`src/rtl/gaussian_frame_ctrl_pkg.sv`:
```
// Shared definitions for the gaussian frame controller:
// register map, FSM state encoding and STATUS/CTRL bit positions.
package gaussian_frame_ctrl_pkg;

  localparam logic [19:0] ADDR_CTRL    = 20'h00;
  localparam logic [19:0] ADDR_WIDTH   = 20'h04;
  localparam logic [19:0] ADDR_HEIGHT  = 20'h08;
  localparam logic [19:0] ADDR_STATUS  = 20'h0C;
  localparam logic [19:0] ADDR_OUT_CNT = 20'h10;

  localparam int CTRL_START = 0;
  localparam int CTRL_FSEL  = 1;
  localparam int CTRL_ABORT = 2;

  localparam int STAT_DONE = 3;
  localparam int STAT_ERR  = 4;

  typedef enum logic [1:0] {
    ST_IDLE  = 2'd0,
    ST_RUN   = 2'd1,
    ST_DRAIN = 2'd2,
    ST_DONE  = 2'd3
  } state_t;

endpackage

```
`src/rtl/gaussian_line_gate.sv`:
```
// One host->filter line: combinational valid/ack pass-through gated by
// run and a per-line word counter that closes the line at TOTAL words.
// Ports: clk/rst, run, clr (new frame), hold (abort: freeze counter),
//   total, in_* (host side), out_* (filter side), done.
module gaussian_line_gate
  import gaussian_frame_ctrl_pkg::*;
#(
  parameter int CNT_W = 32
) (
  input  logic             clk,
  input  logic             rst,
  input  logic             run,
  input  logic             clr,
  input  logic             hold,
  input  logic [CNT_W-1:0] total,
  input  logic             in_valid,
  input  logic [63:0]      in_data,
  output logic             in_ack,
  output logic             out_valid,
  output logic [63:0]      out_data,
  input  logic             out_ack,
  output logic             done
);

  logic [CNT_W-1:0] cnt;
  logic [CNT_W-1:0] cnt_inc;
  logic             done_q;
  logic             open_q;
  logic             fire;

  assign open_q    = run & ~done_q;
  assign out_valid = in_valid & open_q;
  assign in_ack    = out_ack & open_q;
  assign out_data  = in_data;
  assign fire      = out_valid & out_ack;
  assign cnt_inc   = cnt + CNT_W'(1);
  assign done      = done_q;

  always_ff @(posedge clk or posedge rst) begin
    if (rst) begin
      cnt    <= '0;
      done_q <= 1'b0;
    end else if (clr) begin
      cnt    <= '0;
      done_q <= 1'b0;
    end else if (fire && !hold) begin
      cnt <= cnt_inc;
      if (cnt_inc == total) done_q <= 1'b1;
    end
  end

endmodule

```
`src/rtl/gaussian_frame_ctrl.sv`:
```
// Frame controller for a 3-line gaussian filter: register file, frame FSM,
// three gated host->filter line streams and a gated filter->host result path.
// Ports: i_user_* / o_user_* register bus, i/o_pcie_str{1..3}_* host lines,
//   o/i_line{1..3}_* filter lines, *_flt_* and *_pcie_str1_* result path,
//   o_filter_sel, o_intr_req / i_intr_ack.
module gaussian_frame_ctrl
  import gaussian_frame_ctrl_pkg::*;
#(
  parameter int DIM_W = 16,
  parameter int CNT_W = 32
) (
  input  logic        i_user_clk,
  input  logic        i_rst,
  input  logic [31:0] i_user_data,
  input  logic [19:0] i_user_addr,
  input  logic        i_user_wr_req,
  input  logic        i_user_rd_req,
  output logic [31:0] o_user_data,
  output logic        o_user_rd_ack,
  input  logic        i_pcie_str1_data_valid,
  input  logic [63:0] i_pcie_str1_data,
  output logic        o_pcie_str1_ack,
  input  logic        i_pcie_str2_data_valid,
  input  logic [63:0] i_pcie_str2_data,
  output logic        o_pcie_str2_ack,
  input  logic        i_pcie_str3_data_valid,
  input  logic [63:0] i_pcie_str3_data,
  output logic        o_pcie_str3_ack,
  output logic        o_line1_data_valid,
  output logic [63:0] o_line1_data,
  input  logic        i_line1_data_ack,
  output logic        o_line2_data_valid,
  output logic [63:0] o_line2_data,
  input  logic        i_line2_data_ack,
  output logic        o_line3_data_valid,
  output logic [63:0] o_line3_data,
  input  logic        i_line3_data_ack,
  input  logic        i_flt_data_valid,
  input  logic [63:0] i_flt_data,
  output logic        o_flt_data_ack,
  output logic        o_pcie_str1_data_valid,
  output logic [63:0] o_pcie_str1_data,
  input  logic        i_pcie_str1_ack,
  output logic        o_filter_sel,
  output logic        o_intr_req,
  input  logic        i_intr_ack
);

  state_t           state;
  state_t           state_nx;
  logic [DIM_W-1:0] width_q;
  logic [DIM_W-1:0] height_q;
  logic             fsel_q;
  logic             err_q;
  logic             done_q;
  logic             intr_q;
  logic             rack_q;
  logic [31:0]      rdata_q;
  logic [31:0]      rd_mux;
  logic [31:0]      status;
  logic [CNT_W-1:0] total_q;
  logic [CNT_W-1:0] total_nx;
  logic [CNT_W-1:0] out_cnt;
  logic             wr_ctrl;
  logic             wr_idle;
  logic             start_cmd;
  logic             abort_cmd;
  logic             start_ok;
  logic             start_bad;
  logic             dims_ok;
  logic             run;
  logic             res_act;
  logic             res_fire;
  logic [2:0]       ln_done;
  logic             unused_data;

  assign unused_data = ^i_user_data;

  assign wr_ctrl   = i_user_wr_req && (i_user_addr == ADDR_CTRL);
  assign wr_idle   = i_user_wr_req && (state == ST_IDLE);
  assign start_cmd = wr_ctrl & i_user_data[CTRL_START];
  assign abort_cmd = wr_ctrl & i_user_data[CTRL_ABORT];
  assign dims_ok   = (width_q != '0) && (height_q >= DIM_W'(3));
  assign total_nx  = CNT_W'(width_q) * CNT_W'(height_q - DIM_W'(2));
  assign run       = (state == ST_RUN);

  // Result path stays open in RUN and DRAIN until the frame's last word.
  assign res_act = ((state == ST_RUN) || (state == ST_DRAIN))
                   && (out_cnt < total_q);
  assign o_pcie_str1_data_valid = i_flt_data_valid & res_act;
  assign o_flt_data_ack         = i_pcie_str1_ack & res_act;
  assign o_pcie_str1_data       = i_flt_data;
  assign res_fire = o_pcie_str1_data_valid & i_pcie_str1_ack;

  assign o_filter_sel  = fsel_q;
  assign o_intr_req    = intr_q;
  assign o_user_rd_ack = rack_q;
  assign o_user_data   = rdata_q;

  always_comb begin
    state_nx  = state;
    start_ok  = 1'b0;
    start_bad = 1'b0;
    if (abort_cmd) begin
      state_nx = ST_IDLE;
    end else begin
      case (state)
        ST_IDLE: begin
          if (start_cmd) begin
            if (dims_ok) begin
              state_nx = ST_RUN;
              start_ok = 1'b1;
            end else begin
              start_bad = 1'b1;
            end
          end
        end
        ST_RUN: begin
          if (out_cnt == total_q) state_nx = ST_DONE;
          else if (&ln_done)      state_nx = ST_DRAIN;
        end
        ST_DRAIN: begin
          if (out_cnt == total_q) state_nx = ST_DONE;
        end
        ST_DONE: begin
          if (i_intr_ack) state_nx = ST_IDLE;
        end
        default: state_nx = ST_IDLE;
      endcase
    end
  end

  always_ff @(posedge i_user_clk or posedge i_rst) begin
    if (i_rst) state <= ST_IDLE;
    else       state <= state_nx;
  end

  // Frame geometry and mode are frozen once a frame is in flight.
  always_ff @(posedge i_user_clk or posedge i_rst) begin
    if (i_rst) begin
      width_q  <= '0;
      height_q <= '0;
      fsel_q   <= 1'b0;
    end else if (wr_idle) begin
      if (i_user_addr == ADDR_WIDTH)
        width_q <= DIM_W'(i_user_data);
      if (i_user_addr == ADDR_HEIGHT)
        height_q <= DIM_W'(i_user_data);
      if (i_user_addr == ADDR_CTRL)
        fsel_q <= i_user_data[CTRL_FSEL];
    end
  end

  always_ff @(posedge i_user_clk or posedge i_rst) begin
    if (i_rst) begin
      err_q   <= 1'b0;
      done_q  <= 1'b0;
      total_q <= '0;
      out_cnt <= '0;
      intr_q  <= 1'b0;
    end else begin
      intr_q <= (state_nx == ST_DONE);
      if (start_ok) begin
        err_q   <= 1'b0;
        done_q  <= 1'b0;
        total_q <= total_nx;
        out_cnt <= '0;
      end else begin
        if (start_bad) begin
          err_q  <= 1'b1;
          done_q <= 1'b0;
        end
        if (state == ST_DONE && i_intr_ack && !abort_cmd)
          done_q <= 1'b1;
        if (res_fire && !abort_cmd)
          out_cnt <= out_cnt + CNT_W'(1);
      end
    end
  end

  always_comb begin
    status = '0;
    status[STAT_ERR]  = err_q;
    status[STAT_DONE] = done_q;
    status[1:0]       = state;
  end

  always_comb begin
    case (i_user_addr)
      ADDR_CTRL:    rd_mux = {30'd0, fsel_q, 1'b0};
      ADDR_WIDTH:   rd_mux = 32'(width_q);
      ADDR_HEIGHT:  rd_mux = 32'(height_q);
      ADDR_STATUS:  rd_mux = status;
      ADDR_OUT_CNT: rd_mux = 32'(out_cnt);
      default:      rd_mux = '0;
    endcase
  end

  always_ff @(posedge i_user_clk or posedge i_rst) begin
    if (i_rst) begin
      rack_q  <= 1'b0;
      rdata_q <= '0;
    end else begin
      rack_q <= i_user_rd_req;
      if (i_user_rd_req) rdata_q <= rd_mux;
    end
  end

  gaussian_line_gate #(.CNT_W(CNT_W)) u_line1 (
    .clk       (i_user_clk),
    .rst       (i_rst),
    .run       (run),
    .clr       (start_ok),
    .hold      (abort_cmd),
    .total     (total_q),
    .in_valid  (i_pcie_str1_data_valid),
    .in_data   (i_pcie_str1_data),
    .in_ack    (o_pcie_str1_ack),
    .out_valid (o_line1_data_valid),
    .out_data  (o_line1_data),
    .out_ack   (i_line1_data_ack),
    .done      (ln_done[0])
  );

  gaussian_line_gate #(.CNT_W(CNT_W)) u_line2 (
    .clk       (i_user_clk),
    .rst       (i_rst),
    .run       (run),
    .clr       (start_ok),
    .hold      (abort_cmd),
    .total     (total_q),
    .in_valid  (i_pcie_str2_data_valid),
    .in_data   (i_pcie_str2_data),
    .in_ack    (o_pcie_str2_ack),
    .out_valid (o_line2_data_valid),
    .out_data  (o_line2_data),
    .out_ack   (i_line2_data_ack),
    .done      (ln_done[1])
  );

  gaussian_line_gate #(.CNT_W(CNT_W)) u_line3 (
    .clk       (i_user_clk),
    .rst       (i_rst),
    .run       (run),
    .clr       (start_ok),
    .hold      (abort_cmd),
    .total     (total_q),
    .in_valid  (i_pcie_str3_data_valid),
    .in_data   (i_pcie_str3_data),
    .in_ack    (o_pcie_str3_ack),
    .out_valid (o_line3_data_valid),
    .out_data  (o_line3_data),
    .out_ack   (i_line3_data_ack),
    .done      (ln_done[2])
  );

endmodule

```
`config.mk`:
```
export PLATFORM = sky130hd
export DESIGN_NAME = gaussian_frame_ctrl
export DESIGN_NICKNAME = d
export VERILOG_FILES = /design/src/rtl/gaussian_frame_ctrl_pkg.sv /design/src/rtl/gaussian_line_gate.sv /design/src/rtl/gaussian_frame_ctrl.sv
export SDC_FILE = /design/constraint.sdc
export NUM_CORES = 1
export LEC_CHECK = 0
export BUFFER_PORTS_ARGS = -buffer_cell sky130_fd_sc_hd__buf_2
export CORE_AREA = 2 2 244 246
export DETAILED_ROUTE_END_ITERATION = 10
export DIE_AREA = 0 0 246 248
export PLACE_DENSITY = 0.67
export SYNTH_ARGS = -nofsm -noshare
export SYNTH_HDL_FRONTEND = slang
export SYNTH_SLANG_ARGS = --single-unit
```
`constraint.sdc`:
```
create_clock -name i_user_clk -period 10.7 [get_ports i_user_clk]
set_input_delay 1.07 -clock i_user_clk [delete_from_list [all_inputs] [get_ports i_user_clk]]
set_output_delay 1.07 -clock i_user_clk [all_outputs]
set_load 0.01 [all_outputs]
```
# Yosys cells after proc, flatten, opt, wreduce, memory -nomap -nowiden
# Index checks and enable logic that the tools add are counted.
# word_totals
mem_count	0
output_inout_bits	299
in_bits	321
ram_bits	0
mem_bits_ro	0
regBits	234
latch_bits	0
# op_classes
n_mul	1
eq_ne	12
n_mux	39
n_addsub	5
div_mod_pow	0
bitwise	20
shift	0
n_reduce_logical	31
magnitude_cmp	2
# op_table
operator	count
$mux W32	8
$pmux W32 S5	1
$add A32 B1 Y32 const B	4
$eq A32 B32 Y1	4
$eq A20 B4 Y1 const B	2
$lt A32 B32 Y1	1
$mul A17 B17 Y32	1
$mux W1	22
$eq A20 B3 Y1 const B	1
$eq A20 B5 Y1 const B	1
$logic_not A20 Y1	1
$and A1 B1 Y1	17
$sub A16 B2 Y17 const B	1
$ge A16 B2 Y1 const B	1
$reduce_bool A16 Y1	1
$reduce_bool A2 Y1	8
$mux W2	7
$reduce_and A2 Y1	6
$logic_and A1 B1 Y1	10
$pmux W2 S4	1
$eq A2 B2 Y1 const B	3
$not A1 Y1	3
$reduce_and A3 Y1	1
$reduce_bool A3 Y1	1
4 further kinds	4

# Longest topological paths before layout
# Gate-level depths: netlist (run 1).
# logic_depth
ltp_word	9
mapped_depth	31
depth_no_buf	30

# By module
# Synthesis (run 1) repeated with hierarchy kept, for this count alone.
# unflattened
cells_unflattened	3021
hier_area_um2	26510.4
# modules_own_cells
module	instances	cells_per_inst	seq_area_each_um2	area_each_um2
gaussian_frame_ctrl	1	1854	3378.2	16717.3
gaussian_line_gate	3	389	825.8	3264.4

# Least setup slack after synthesis (run 1)
# OpenSTA, ideal clock, no wires.
# synth_path
kind	register to register
startpoint	reg height_q[3]
endpoint	reg total_q[30]
path_buffers	1
arrival_time_ps	7261
setup_ps	131
slack_ps	3308
path_stages_with_launch	27
path_cell_list	dfrtp_1 > nor4_1 > nand2b_1 > nor3_1 > nand2_1 > nor4_1 > xor2_1 > clkbuf_1 > nand2_1 > fa_1 > inv_1 > fa_1 > fa_1 > fa_1 > fa_1 > inv_1 > fa_1 > inv_1 > ha_1 > a2111o_1 > o2111ai_1 > a31o_2 > a21boi_1 > or4_1 > a31oi_1 > xor2_1 > o21ai_1
# synth_between
elab_chain_len	6
# synth_lines
item	line_no	source
from (decl)	gaussian_frame_ctrl.sv:52	logic [DIM_W-1:0] height_q;
from (signal assigned)	gaussian_frame_ctrl.sv:148	height_q <= DIM_W'(i_user_data);
parallel branches: the longest is 6 deep, another holds $mul A17 B17 Y32	-	
to (signal assigned)	gaussian_frame_ctrl.sv:166	total_q <= total_nx;
to (decl)	gaussian_frame_ctrl.sv:61	logic [CNT_W-1:0] total_q;
# Several ways; the timed one is not identified.
# A chain may end at the register's enable or synchronous reset.

# Final worst setup path (run 1)
# layout_path
startpoint	reg height_q[1]
endpoint	reg total_q[30]
# Same word-level chain as after synthesis.

==> impl_results.md, run 1 <==
- Status: finished clean
- Number of core rows: 89
- CTS tree: built
- Ports: 620
- Synthesized instance count: 2962
- Hold WC Path Type: flip-flop to flip-flop
- Port-buffer cells: 91
- Initial Util: 43.6%
- Slowest CP cell: dfrtp_1
- Switch share: 26.5%
- Antenna diode count: 0
- Largest net degree at the start of global routing: 111
- Number of synthesis warnings: 0
- Layout area overhead: -0.314%
- Post-route ant nets: 0
- WS Path Type: flip-flop to flip-flop
- Clock transition at path regs: 0.06 ns
- Final Hold Vio Count: 0
- Worst path max stage delay: 0.75 ns
- Sw Pwr: 0.571 mW
- Sequential fraction of the synthesis area: 23.0%
- Final setup margin: 2.07 ns
- Critical path capture point type: flip-flop
- Unrepaired setup endpoints after global routing: false
- Final Wtd Congestion: 0.904
- Critical Path AT: 9.03 ns
- Number of setup buffers added after CTS: 0
- Layout Cells excl Fill: 3475
- WP data required: 11.11 ns
- GRT Overall Usage: 21.5%
- Worst-margin pin slew: 1.10 ns
- CTS buffer count: 26
- GRT overflow: 0
- Mean Syn Cell Area: 8.60 um2
- Placed instance count: 3431
- Top cell type's share of synthesized area: 23.0%
- Startpoint types: flip-flop
- CTS root buf: clkbuf_16
- Max Transition Viols Final: 0
- CORE AREA: 0.0585 mm2
- Post-Place Setup Slack: 2.21 ns
- Filler cell count: 5744
- Min Tclk post-route: 8.63 ns
- Clock latency on the worst-skew pair: 0.57 ns
- H-tree levels: 1
- Cell internal pwr: 1.58 mW
- DR pass1 iterations: 7
- Final setup vio count: 0
- Setup TNS: 0 ns
- Clock skew: 0.0222 ns
- Final cycle utilization of the critical path: 80.6%
- Via density per instance: 5.38
- Final wirelength: 65400 um
- CTS max path bufs: 3
- Critical Path Fanout Max: 21
- Clk pwr share: 44.3%
- Post-synth EDFFs: 0
- Leak: 12.3 nW
- Top area cells in the synthesized netlist: dfrtp_1 23%, fa_1 16%, ha_1 7.8%, buf_4 7.8%, inv_1 5.0%
- Vias: 18700
- Peak supply drop: 0.000120 V
- Ys flop type: dfrtp_1
- Max Cap Viol: 0
- Syn_nets: 3651
- Yosys cell types: 72
- Final nets: 3375
- # DRC: 0
- Share of cells above drive strength 1: 8.25%
- DR iter-0 viols: 1532
- Initial antenna violation count: 0
- Sequential power share: 45.3%
- Clk sink count: 234
- Dpl hpwl: 49000 um
- Maximum clock rate: 0.116 GHz
- First-pass GRT wire length: 104000 um
- FF+latch count, synth: 234
- Die Area: 0.0610 mm2
- Routed WL per cell: 18.8 um
- Combinational Power Share: 10.4%
- Tot Pwr: 2.15 mW
- Async S/R FF share, synth: 100%
- Die Ht: 248 um
- Synth Cell Area: 0.0255 mm2
- Area leader, netlist: dfrtp_1
- CTS resizes: 0
- Power Density: 84.8 mW/mm2
- Slew Limit Headroom: 26.6%
- Hold_ws: 0.527 ns
- DIE WIDTH: 246 um
- Vias in the first global route: 18300
- Hold-fix buffers, CTS: 0
-- worst max-delay path, delay by kind of cell (launching register included) --
family / cells / cell delay (ns)
AOI/OAI and AO/OA: 7 / 1.50
and+or+nand+nor: 4 / 0.73
adders and majority gates: 8 / 3.81
xor gates and xnor gates: 2 / 0.86
buffers and inverters: 7 / 0.80
DFF: 1 / 0.75
-- sequential cells by signal (all words and copies together) (netlist names) --
name,count
state,2
u_line1.cnt,32
out_cnt,32
o_user_data,32
width_q,16
height_q,16
o_user_rd_ack,1
err_q,1
u_line3.cnt,32
total_q,32
u_line3.done,1
o_filter_sel,1
u_line1.done,1
u_line2.cnt,32
u_line2.done,1
o_intr_req,1
done_q,1
-- per-stage QoR --
step           util (%)  instance area [um2]
6_report           43.4                25400
5_1_grt            43.4                25400
4_1_cts            43.4                25400
3_5_place_dp       41.9                24500
3_3_place_gp       41.9                24500
2_1_floorplan         -                25500
-- logic make-up (layout without fill, tap and decap cells) --
family,count (synthesis),count (layout),synth area share [%]
DFF,234,234,23.0
and+or+nand+nor,978,978,19.2
muxes,34,34,1.49
buffers and inverters,758,498,15.2
AOI/OAI and AO/OA,328,328,7.82
xor gates and xnor gates,262,262,9.01
adders and majority gates,368,368,24.2
-- power by group through the flow --
stage                     Combinational (mW)  Sequential (mW)  Clock [mW]
after global routing                   0.252            0.980        1.01
after detailed placement               0.225            0.989           0
after global placement                 0.221            0.989           0
final                                  0.224            0.975       0.954
after CTS                              0.226            0.973       0.973
after floorplan                        0.272            0.964           0
-- layout by cell type (no fill, tap or decap), types with 91 or more instances in the layout --
cell,instances
nor2_1,181
nand3_1,94
dfrtp_1,234
inv_1,341
fa_1,209
a21oi_1,92
o21ai_0,109
nand2_1,309
xor2_1,127
xnor2_1,132
and2_1,101
buf_2,91
ha_1,159
-- cell type report --
class | count | area (um2) | share of cell area [%]
Timing Repair Buffer | 112 | 613 | 2.42
Tap cell | 773 | 967 | 3.81
Multi-Input combinational cell | 1970 | 15800 | 62.1
Inverter | 342 | 1290 | 5.09
Clock inverter | 6 | 123 | 0.483
Sequential cell | 234 | 5860 | 23.1
Clock buffer | 38 | 766 | 3.02
-- synthesized netlist by cell type (all sizes together), types with 3 or more instances --
cell type,number
and3b,11
nand3b,4
o31ai,5
or2,11
o211ai,7
o21bai,4
or3,33
ha,159
o21ai,111
a222oi,16
o22ai,18
o311ai,4
and4,13
a21o,14
nand2,309
nor2b,35
a21boi,5
nor2,184
dfrtp,234
nand2b,16
nor3b,3
nand4,34
fa,209
inv,342
a211oi,13
a31oi,14
clkbuf,124
xnor2,133
a21oi,92
buf,291
a2111oi,3
xor2,129
nand3,99
mux2,32
and2,102
and3,49
nor3,51
o21a,5
nor4,20
-- routing by layer --
metal	up-vias	wire length (um)	part of all wire [%]	global-route usage, %
met5	-	63	0.096	0.874
met4	4	1480	2.3	5.19
met3	98	5870	9.0	6.27
met2	717	28800	44	32.7
met1	9141	29200	45	29.9
li1	8720	-	-	-
-- final timing paths --
| kind | end | slack (ns) | start | cells past startpoint |
|---|---|---|---|---|
| max | total_q[30] | 2.07 | height_q[1] | 28 |
| min | o_user_data[14] | 0.53 | o_user_data[14] | 2 |
| max reg2reg | total_q[30] | 2.07 | height_q[1] | 28 |
| min reg2reg | o_user_data[14] | 0.53 | o_user_data[14] | 2 |
| max in group asynchronous | width_q[13] | 8.69 | i_rst | 3 |
| min in group asynchronous | total_q[2] | 0.65 | i_rst | 2 |
(Power assumes the default switching activity.)
==> inputs of run 2 (changes only) <==
--- a/config.mk
+++ b/config.mk
@@ -6,10 +6,10 @@
 export NUM_CORES = 1
 export LEC_CHECK = 0
 export BUFFER_PORTS_ARGS = -buffer_cell sky130_fd_sc_hd__buf_2
-export CORE_AREA = 2 2 244 246
+export CORE_AREA = 2 2 241 243
 export DETAILED_ROUTE_END_ITERATION = 10
-export DIE_AREA = 0 0 246 248
-export PLACE_DENSITY = 0.67
+export DIE_AREA = 0 0 243 245
+export PLACE_DENSITY = 0.71
 export SYNTH_ARGS = -nofsm -noshare
 export SYNTH_HDL_FRONTEND = slang
 export SYNTH_SLANG_ARGS = --single-unit
==> constraint.sdc (replaced) <==
create_clock -name i_user_clk -period 7.5 [get_ports i_user_clk]
set_input_delay 0.75 -clock i_user_clk [delete_from_list [all_inputs] [get_ports i_user_clk]]
set_output_delay 0.75 -clock i_user_clk [all_outputs]
set_load 0.01 [all_outputs]
==> run 2 against run 1 <==
  * Fmax increased by 15%
  * Routed wire length down 0.61%
  * Die area is 2.4% lower
  * Via count rose by 2.3%
  * Final cell count up 1.9%
  * Non-clock buffer count up 72
  * Total power grew 40%
  * Final area grew 2.6%
  * Worst hold slack lost 0.27 ns
  * Largest cell class unchanged
==> impl_results.md, run 2 (synthesized netlist as in run 1, its figures left out) <==
- Ports: 620 (unchanged)
- Met3 wire length: 6120 um (was 5870 um)
- Hold-fix buffers, CTS: 0 (unchanged)
- Peak supply drop: 0.000207 V (was 0.000120 V)
- Slew Limit Headroom: 38.2% (was 26.6%)
- Hold_ws: 0.254 ns (was 0.527 ns)
- Vias: 19100 (was 18700)
- Critical Path AT: 7.89 ns (was 9.03 ns)
- Final Util: 45.7% (was 43.4%)
- Post-Place Setup Slack: -0.107 ns (was 2.21 ns)
- Critical path's most frequent cell: fa_1
- Clk sink count: 234 (unchanged)
- Min Tclk post-route: 7.47 ns (was 8.63 ns)
- Setup TNS: 0 ns (unchanged)
- Leak: 12.7 nW (was 12.3 nW)
- Number of core rows: 88 (was 89)
- Clock latency on the worst-skew pair: 0.57 ns (about the same)
- Worst r2r path cells: 29 (was 28)
- # DRC: 0 (unchanged)
- DR pass1 iterations: 6 (was 7)
- CTS max path bufs: 3 (unchanged)
- Share of cells above drive strength 1: 12.0% (was 8.25%)
- DR iter-0 viols: 1290 (was 1532)
- Placed instance count: 3488 (was 3431)
- CORE AREA: 0.0570 mm2 (was 0.0585 mm2)
- Combinational Power Share: 10.9% (was 10.4%)
- Filler cell count: 5523 (was 5744)
- CTS buffer count: 26 (unchanged)
- Port-buffer cells: 91 (unchanged)
- WS Path Type: flip-flop to flip-flop (unchanged)
- Post-route ant nets: 0 (unchanged)
- Placed cell area: 0.0250 mm2 (was 0.0245 mm2)
- Commonest non-fill, non-tap cells in the layout: 336 x inv_1, 307 x nand2_1, 234 x dfrtp_1 (was 341 x inv_1, 309 x nand2_1, 234 x dfrtp_1)
- Worst path max stage delay: 0.59 ns (was 0.75 ns)
- Worst-margin pin slew: 0.925 ns (was 1.10 ns)
- Routed WL per cell: 18.4 um (was 18.8 um)
- Sw Pwr: 0.834 mW (was 0.571 mW)
- Status: finished clean (unchanged)
- Final nets: 3447 (was 3375)
- Max Transition Viols Final: 0 (unchanged)
- Unrepaired setup endpoints after global routing: true (was false)
- Startpoint types: flip-flop (unchanged)
- Cell internal pwr: 2.17 mW (was 1.58 mW)
- Met2 wire len: 28400 um (was 28800 um)
- Most common cell after layout, fill and taps aside: inv_1 (unchanged)
- Reg2reg end: total_q[30] (unchanged)
- Initial Util: 44.6% (was 43.6%)
- DIE WIDTH: 243 um (was 246 um)
- Clk pwr share: 43.1% (was 44.3%)
- Reg-to-Reg Start: height_q[6] (was height_q[1])
- Final cycle utilization of the critical path: 99.6% (was 80.6%)
- Clock transition at path regs: 0.06 ns (about the same)
- Largest net degree at the start of global routing: 105 (was 111)
- Dpl hpwl: 50100 um (was 49000 um)
- Layout Cells excl Fill: 3540 (was 3475)
- Initial antenna violation count: 4 (was 0)
- Critical path capture point type: flip-flop (unchanged)
- Tot Pwr: 3.01 mW (was 2.15 mW)
- Fin area: 0.0261 mm2 (was 0.0254 mm2)
- Antenna diode count: 0 (unchanged)
- Uppermost layer routed: met5 (unchanged)
- Reg-to-reg slack, setup: 0.03 ns (was 2.07 ns)
- Die Ht: 245 um (was 248 um)
- GRT Overall Usage: 21.7% (was 21.5%)
- Critical Path Fanout Max: 12 (was 21)
- Layout area overhead: 2.29% (was -0.314%)
- Final setup margin: 0.0296 ns (was 2.07 ns)
- Via density per instance: 5.40 (was 5.38)
- Final Wtd Congestion: 0.928 (was 0.904)
- Met1 WL: 28700 um (was 29200 um)
- First-pass GRT wire length: 103000 um (was 104000 um)
- Maximum clock rate: 0.134 GHz (was 0.116 GHz)
- Sequential power share: 46.1% (was 45.3%)
- Final wirelength: 65000 um (was 65400 um)
- Final setup vio count: 0 (unchanged)
- Power Density: 115 mW/mm2 (was 84.8 mW/mm2)
- Max Cap Viol: 0 (unchanged)
- Slowest CP cell: fa_2 (was dfrtp_1)
- Vias in the first global route: 18700 (was 18300)
- CTS root buf: clkbuf_16 (unchanged)
- CTS tree: built (unchanged)
- H-tree levels: 1 (unchanged)
- Switch share: 27.7% (was 26.5%)
- WP data required: 7.92 ns (was 11.11 ns)
- GRT overflow: 0 (unchanged)
- Die Area: 0.0595 mm2 (was 0.0610 mm2)
- Hold WC Path Type: primary input to asynchronous set/reset pin (was flip-flop to flip-flop)
- Clock skew: 0.0237 ns (was 0.0222 ns)
- Final Hold Vio Count: 0 (unchanged)
run 2: cell types whose count changed in the layout (fill, tap and decap cells not counted), moves of 5 or more:
cell	delta
buf_6	+6
inv_1	-5
ha_1	-6
buf_4	+65
o21ai_0	-6
inv_2	+5
clkinv_2	+5
run 2: final cells by class:
type	instances	area, um2	share of cell area [%]
clock buffers	34	731	2.80
clock inverters	11	104	0.399
inverters	342	1290	4.96
multi-input cells	1970	15900	61.1
flip-flops and latches	234	5860	22.5
well taps	765	957	3.67
repair buffers	184	1180	4.54
run 2: worst max path at each step:
stage                   to  slack, ns         from  depth (start not counted)
2_1_floorplan  total_q[30]       0.11  height_q[3]                         26
3_3_place_gp   total_q[30]      -0.05  height_q[3]                         28
4_1_cts        total_q[30]       0.02  height_q[3]                         28
6_report       total_q[30]       0.03  height_q[6]                         29
5_1_grt        total_q[30]      -0.30  height_q[6]                         29
3_5_place_dp   total_q[30]      -0.11  height_q[3]                         28
run 2: timing repair:
action,4_1_cts,5_1_grt
gates cloned,0,0
endpoints found under the setup margin,5,11
setup buffers,0,7
pin swaps,0,46
gates resized for setup,2,53
run 2: worst max-delay path, delay by kind of cell, from the launching register on:
| family | cells | cell delay (ns) |
|---|---|---|
| xor+xnor | 2 | 0.36 |
| simple gates | 8 | 1.78 |
| fa+ha+maj | 7 | 3.33 |
| flops | 1 | 0.40 |
| buf+inv | 6 | 0.67 |
| compound gates | 6 | 0.76 |
run 2: metal layers:
metal	global-route usage, %	vias to the layer above
met5	0.817	-
met4	5.58	2
met3	6.53	117
met2	33.2	768
met1	29.9	9343
li1	-	8880
run 2: power by group through the flow:
stage,combinational (mW),clock (mW),sequential [mW]
after global placement,0.316,0,1.41
after detailed placement,0.326,0,1.41
after floorplan,0.389,0,1.38
final,0.326,1.29,1.38
after global routing,0.370,1.37,1.39
after CTS,0.329,1.32,1.38
==> inputs of run 3 (changes only) <==
--- a/config.mk
+++ b/config.mk
@@ -5,11 +5,13 @@
 export SDC_FILE = /design/constraint.sdc
 export NUM_CORES = 1
 export LEC_CHECK = 0
+export ABC_AREA = 1
 export BUFFER_PORTS_ARGS = -buffer_cell sky130_fd_sc_hd__buf_2
-export CORE_AREA = 2 2 241 243
+export CORE_AREA = 2 2 239 241
 export DETAILED_ROUTE_END_ITERATION = 10
-export DIE_AREA = 0 0 243 245
-export PLACE_DENSITY = 0.71
+export DIE_AREA = 0 0 241 243
+export GPL_ROUTABILITY_DRIVEN = 0
+export PLACE_DENSITY = 0.75
 export SYNTH_ARGS = -nofsm -noshare
 export SYNTH_HDL_FRONTEND = slang
 export SYNTH_SLANG_ARGS = --single-unit
==> run 3 against run 2 <==
  * Synthesized cell count increased by 27%
  * Non-clock buffer count fell by 46
  * Clock-buffer cell count is 1 lower
  * Global-route usage increased by 10 points
  * Critical path depth increased by 1
  * Synthesized area increased by 4.9%
  * Clock skew up 0.015 ns
  * Sequential share of layout area down 0.86 points
==> impl_results.md, run 3 <==
- Sequential fraction of the synthesis area: 21.9% (was 23.0%)
- Critical path's most frequent cell: fa_1 (unchanged)
- Worst-margin pin slew: 1.01 ns (was 0.925 ns)
- Async S/R FF share, synth: 100% (unchanged)
- Leak: 14.2 nW (was 12.7 nW)
- Yosys cell types: 42 (was 72)
- Tot Pwr: 5.02 mW (was 3.01 mW)
- Worst path max stage delay: 0.59 ns (about the same)
- Startpoint types: flip-flop (unchanged)
- CTS buffer count: 27 (was 26)
- Clock skew: 0.0383 ns (was 0.0237 ns)
- DR iter-0 viols: 2961 (was 1290)
- Max Transition Viols Final: 0 (unchanged)
- Slowest CP cell: fa_1 (was fa_2)
- Final nets: 4272 (was 3447)
- Share of cells above drive strength 1: 7.55% (was 12.0%)
- Critical path capture point type: flip-flop (unchanged)
- Slew Limit Headroom: 32.7% (was 38.2%)
- Setup TNS: 0 ns (unchanged)
- GR Layer Usage met1: 41.9% (was 29.9%)
- Switch share: 40.5% (was 27.7%)
- Max Cap Viol: 0 (unchanged)
- Unrepaired setup endpoints after global routing: false (was true)
- Syn_nets: 4450 (was 3651)
- Clk pwr share: 28.8% (was 43.1%)
- CTS root buf: clkbuf_16 (unchanged)
- Mean Syn Cell Area: 7.10 um2 (was 8.60 um2)
- WP data required: 7.95 ns (was 7.92 ns)
- CTS tree: built (unchanged)
- Largest net degree at the start of global routing: 118 (was 105)
- Synth Cell Area: 0.0267 mm2 (was 0.0255 mm2)
- Vias: 24500 (was 19100)
- Placed instance count: 4310 (was 3488)
- # DRC: 0 (unchanged)
- Final cycle utilization of the critical path: 94.9% (was 99.6%)
- CTS max path bufs: 3 (unchanged)
- Final setup vio count: 0 (unchanged)
- Sequential power share: 37.5% (was 46.1%)
- GRT Overall Usage: 32.1% (was 21.7%)
- Ys flop type: dfrtp_1 (unchanged)
- Clock transition at path regs: 0.08 ns (was 0.06 ns)
- Area leader, netlist: dfrtp_1 (unchanged)
- GRT overflow: 0 (unchanged)
- DIE WIDTH: 241 um (was 243 um)
- Critical Path Fanout Max: 6 (was 12)
- Cell internal pwr: 2.98 mW (was 2.17 mW)
- Most frequent cell after synthesis: nand2_1 (was inv_1)
- Top cell type's share of synthesized area: 21.9% (was 23.0%)
- Vias in the first global route: 23300 (was 18700)
- Initial Util: 47.7% (was 44.6%)
- Antenna diode count: 0 (unchanged)
- Number of synthesis warnings: 0 (unchanged)
- Clk sink count: 234 (unchanged)
- First-pass GRT wire length: 141000 um (was 103000 um)
- Met2 Track Usage GR: 42.2% (was 33.2%)
- Area of the multi-input gates: 0.0164 mm2 (was 0.0159 mm2)
- Via density per instance: 5.62 (was 5.40)
- DR pass1 iterations: 6 (unchanged)
- CORE AREA: 0.0560 mm2 (was 0.0570 mm2)
- Layout area overhead: 1.44% (was 2.29%)
- Number of setup buffers added after CTS: 0 (unchanged)
- H-tree levels: 1 (unchanged)
- Layout Cells excl Fill: 4359 (was 3540)
- FF+latch count, synth: 234 (unchanged)
- Grt peak-use layer: met2 (unchanged)
- Maximum clock rate: 0.141 GHz (was 0.134 GHz)
- Number of core rows: 87 (was 88)
- Dpl hpwl: 73000 um (was 50100 um)
- Synthesized instance count: 3761 (was 2962)
- Post-route ant nets: 0 (unchanged)
- Power Density: 185 mW/mm2 (was 115 mW/mm2)
- Min Tclk post-route: 7.11 ns (was 7.47 ns)
- Peak supply drop: 0.000170 V (was 0.000207 V)
- Combinational Power Share: 33.7% (was 10.9%)
- Clock latency on the worst-skew pair: 0.60 ns (was 0.57 ns)
- Commonest non-fill, non-tap cells in the layout: 1055 x nand2_1, 550 x inv_1, 373 x nor2_1 (was 336 x inv_1, 307 x nand2_1, 234 x dfrtp_1)
- Hold WC Path Type: primary input to asynchronous set/reset pin (unchanged)
- Final Hold Vio Count: 0 (unchanged)
- Most frequent cells after synthesis: 1055 x nand2_1, 551 x inv_1, 373 x nor2_1, 270 x nand3_1, 260 x buf_4 (was 342 x inv_1, 309 x nand2_1, 264 x buf_4, 234 x dfrtp_1, 209 x fa_1)
- Routed WL per cell: 21.6 um (was 18.4 um)
- Most common cell after layout, fill and taps aside: nand2_1 (was inv_1)
- Final wirelength: 94000 um (was 65000 um)
- Ports: 620 (unchanged)
- Sw Pwr: 2.03 mW (was 0.834 mW)
- Met3 Usage GRT: 18.5% (was 6.53%)
- Filler cell count: 5571 (was 5523)
- Hold_ws: 0.265 ns (was 0.254 ns)
- Die Area: 0.0586 mm2 (was 0.0595 mm2)
- Critical Path AT: 7.57 ns (was 7.89 ns)
- Status: finished clean (unchanged)
- Post-synth EDFFs: 0 (unchanged)
- Top area cells in the synthesized netlist: dfrtp_1 22%, fa_1 16%, nand2_1 15%, inv_1 7.7%, ha_1 7.4% (was dfrtp_1 23%, fa_1 16%, ha_1 7.8%, buf_4 7.8%, inv_1 5.0%)
- Initial antenna violation count: 3 (was 4)
- WS Path Type: flip-flop to flip-flop (unchanged)
- Port-buffer cells: 91 (unchanged)
- Sequential cell area: 0.00586 mm2 (unchanged)
- Die Ht: 243 um (was 245 um)
-- run 3: cell families (layout without fill, tap and decap cells) --
group | Yosys count | in the layout | share of synthesized area [%]
xor+xnor | 79 | 79 | 2.59
compound gates | 309 | 309 | 6.65
flops | 234 | 234 | 21.9
simple gates | 1849 | 1849 | 28.9
buf+inv | 922 | 764 | 16.8
fa+ha+maj | 368 | 368 | 23.1
-- run 3: repair_timing --
item / 4_1_cts / 5_1_grt
setup endpoints to repair: 0 / 4
resized for setup: 0 / 4
hold buffers: 0 / 0
-- run 3: worst paths after layout --
kind                                      start        endpoint  slack [ns]  cells after the start
worst max-delay path                height_q[1]     total_q[29]        0.39                     30
worst min-delay path                      i_rst     width_q[10]        0.26                      2
worst max register to register      height_q[1]     total_q[29]        0.39                     30
worst min register to register   o_user_data[6]  o_user_data[6]        0.48                      2
max in group asynchronous                 i_rst     out_cnt[17]        5.70                      3
min in group i_user_clk         i_user_data[15]    height_q[15]        0.45                      3
-- run 3: metrics by stage --
step / util, % / setup slack [ns] / area (um2)
after global routing: 48.4 / 0.000815 / 27100
after detailed placement: 46.7 / 0.390 / 26100
after CTS: 48.4 / 0.367 / 27100
after floorplan: - / 0.332 / 26700
after global placement: 46.7 / 0.462 / 26100
final: 48.4 / 0.386 / 27100
-- run 3: critical path, delay by kind of cell, from the launching register on --
family	cells	cell delay [ns]
AOI/OAI and AO/OA	5	0.85
and+or+nand+nor	10	1.18
DFF	1	0.39
buffers and inverters	7	0.84
adders and majority gates	8	3.72
-- run 3: power by group through the flow --
stage | clock, mW | combinational (mW) | sequential (mW)
3_3_place_gp | 0 | 1.62 | 1.88
6_report | 1.44 | 1.69 | 1.88
3_5_place_dp | 0 | 1.66 | 1.88
2_1_floorplan | 0 | 1.50 | 1.79
5_1_grt | 1.50 | 1.93 | 1.92
4_1_cts | 1.45 | 1.66 | 1.86
-- run 3: area by class of cell --
class | instances | area share, %
inverter | 577 | 8.02
multi-input combinational | 2605 | 60.5
timing repair buffer | 138 | 2.98
sequential | 234 | 21.6
tap | 756 | 3.49
clock inverter | 16 | 0.739
clock buffer | 33 | 2.69
-- run 3: layer usage --
| layer | wire length (um) | vias to the layer above |
|---|---|---|
| li1 | - | 11200 |
| met1 | 36600 | 11400 |
| met2 | 35900 | 1632 |
| met3 | 16200 | 298 |
| met4 | 4860 | 12 |
| met5 | 333 | - |
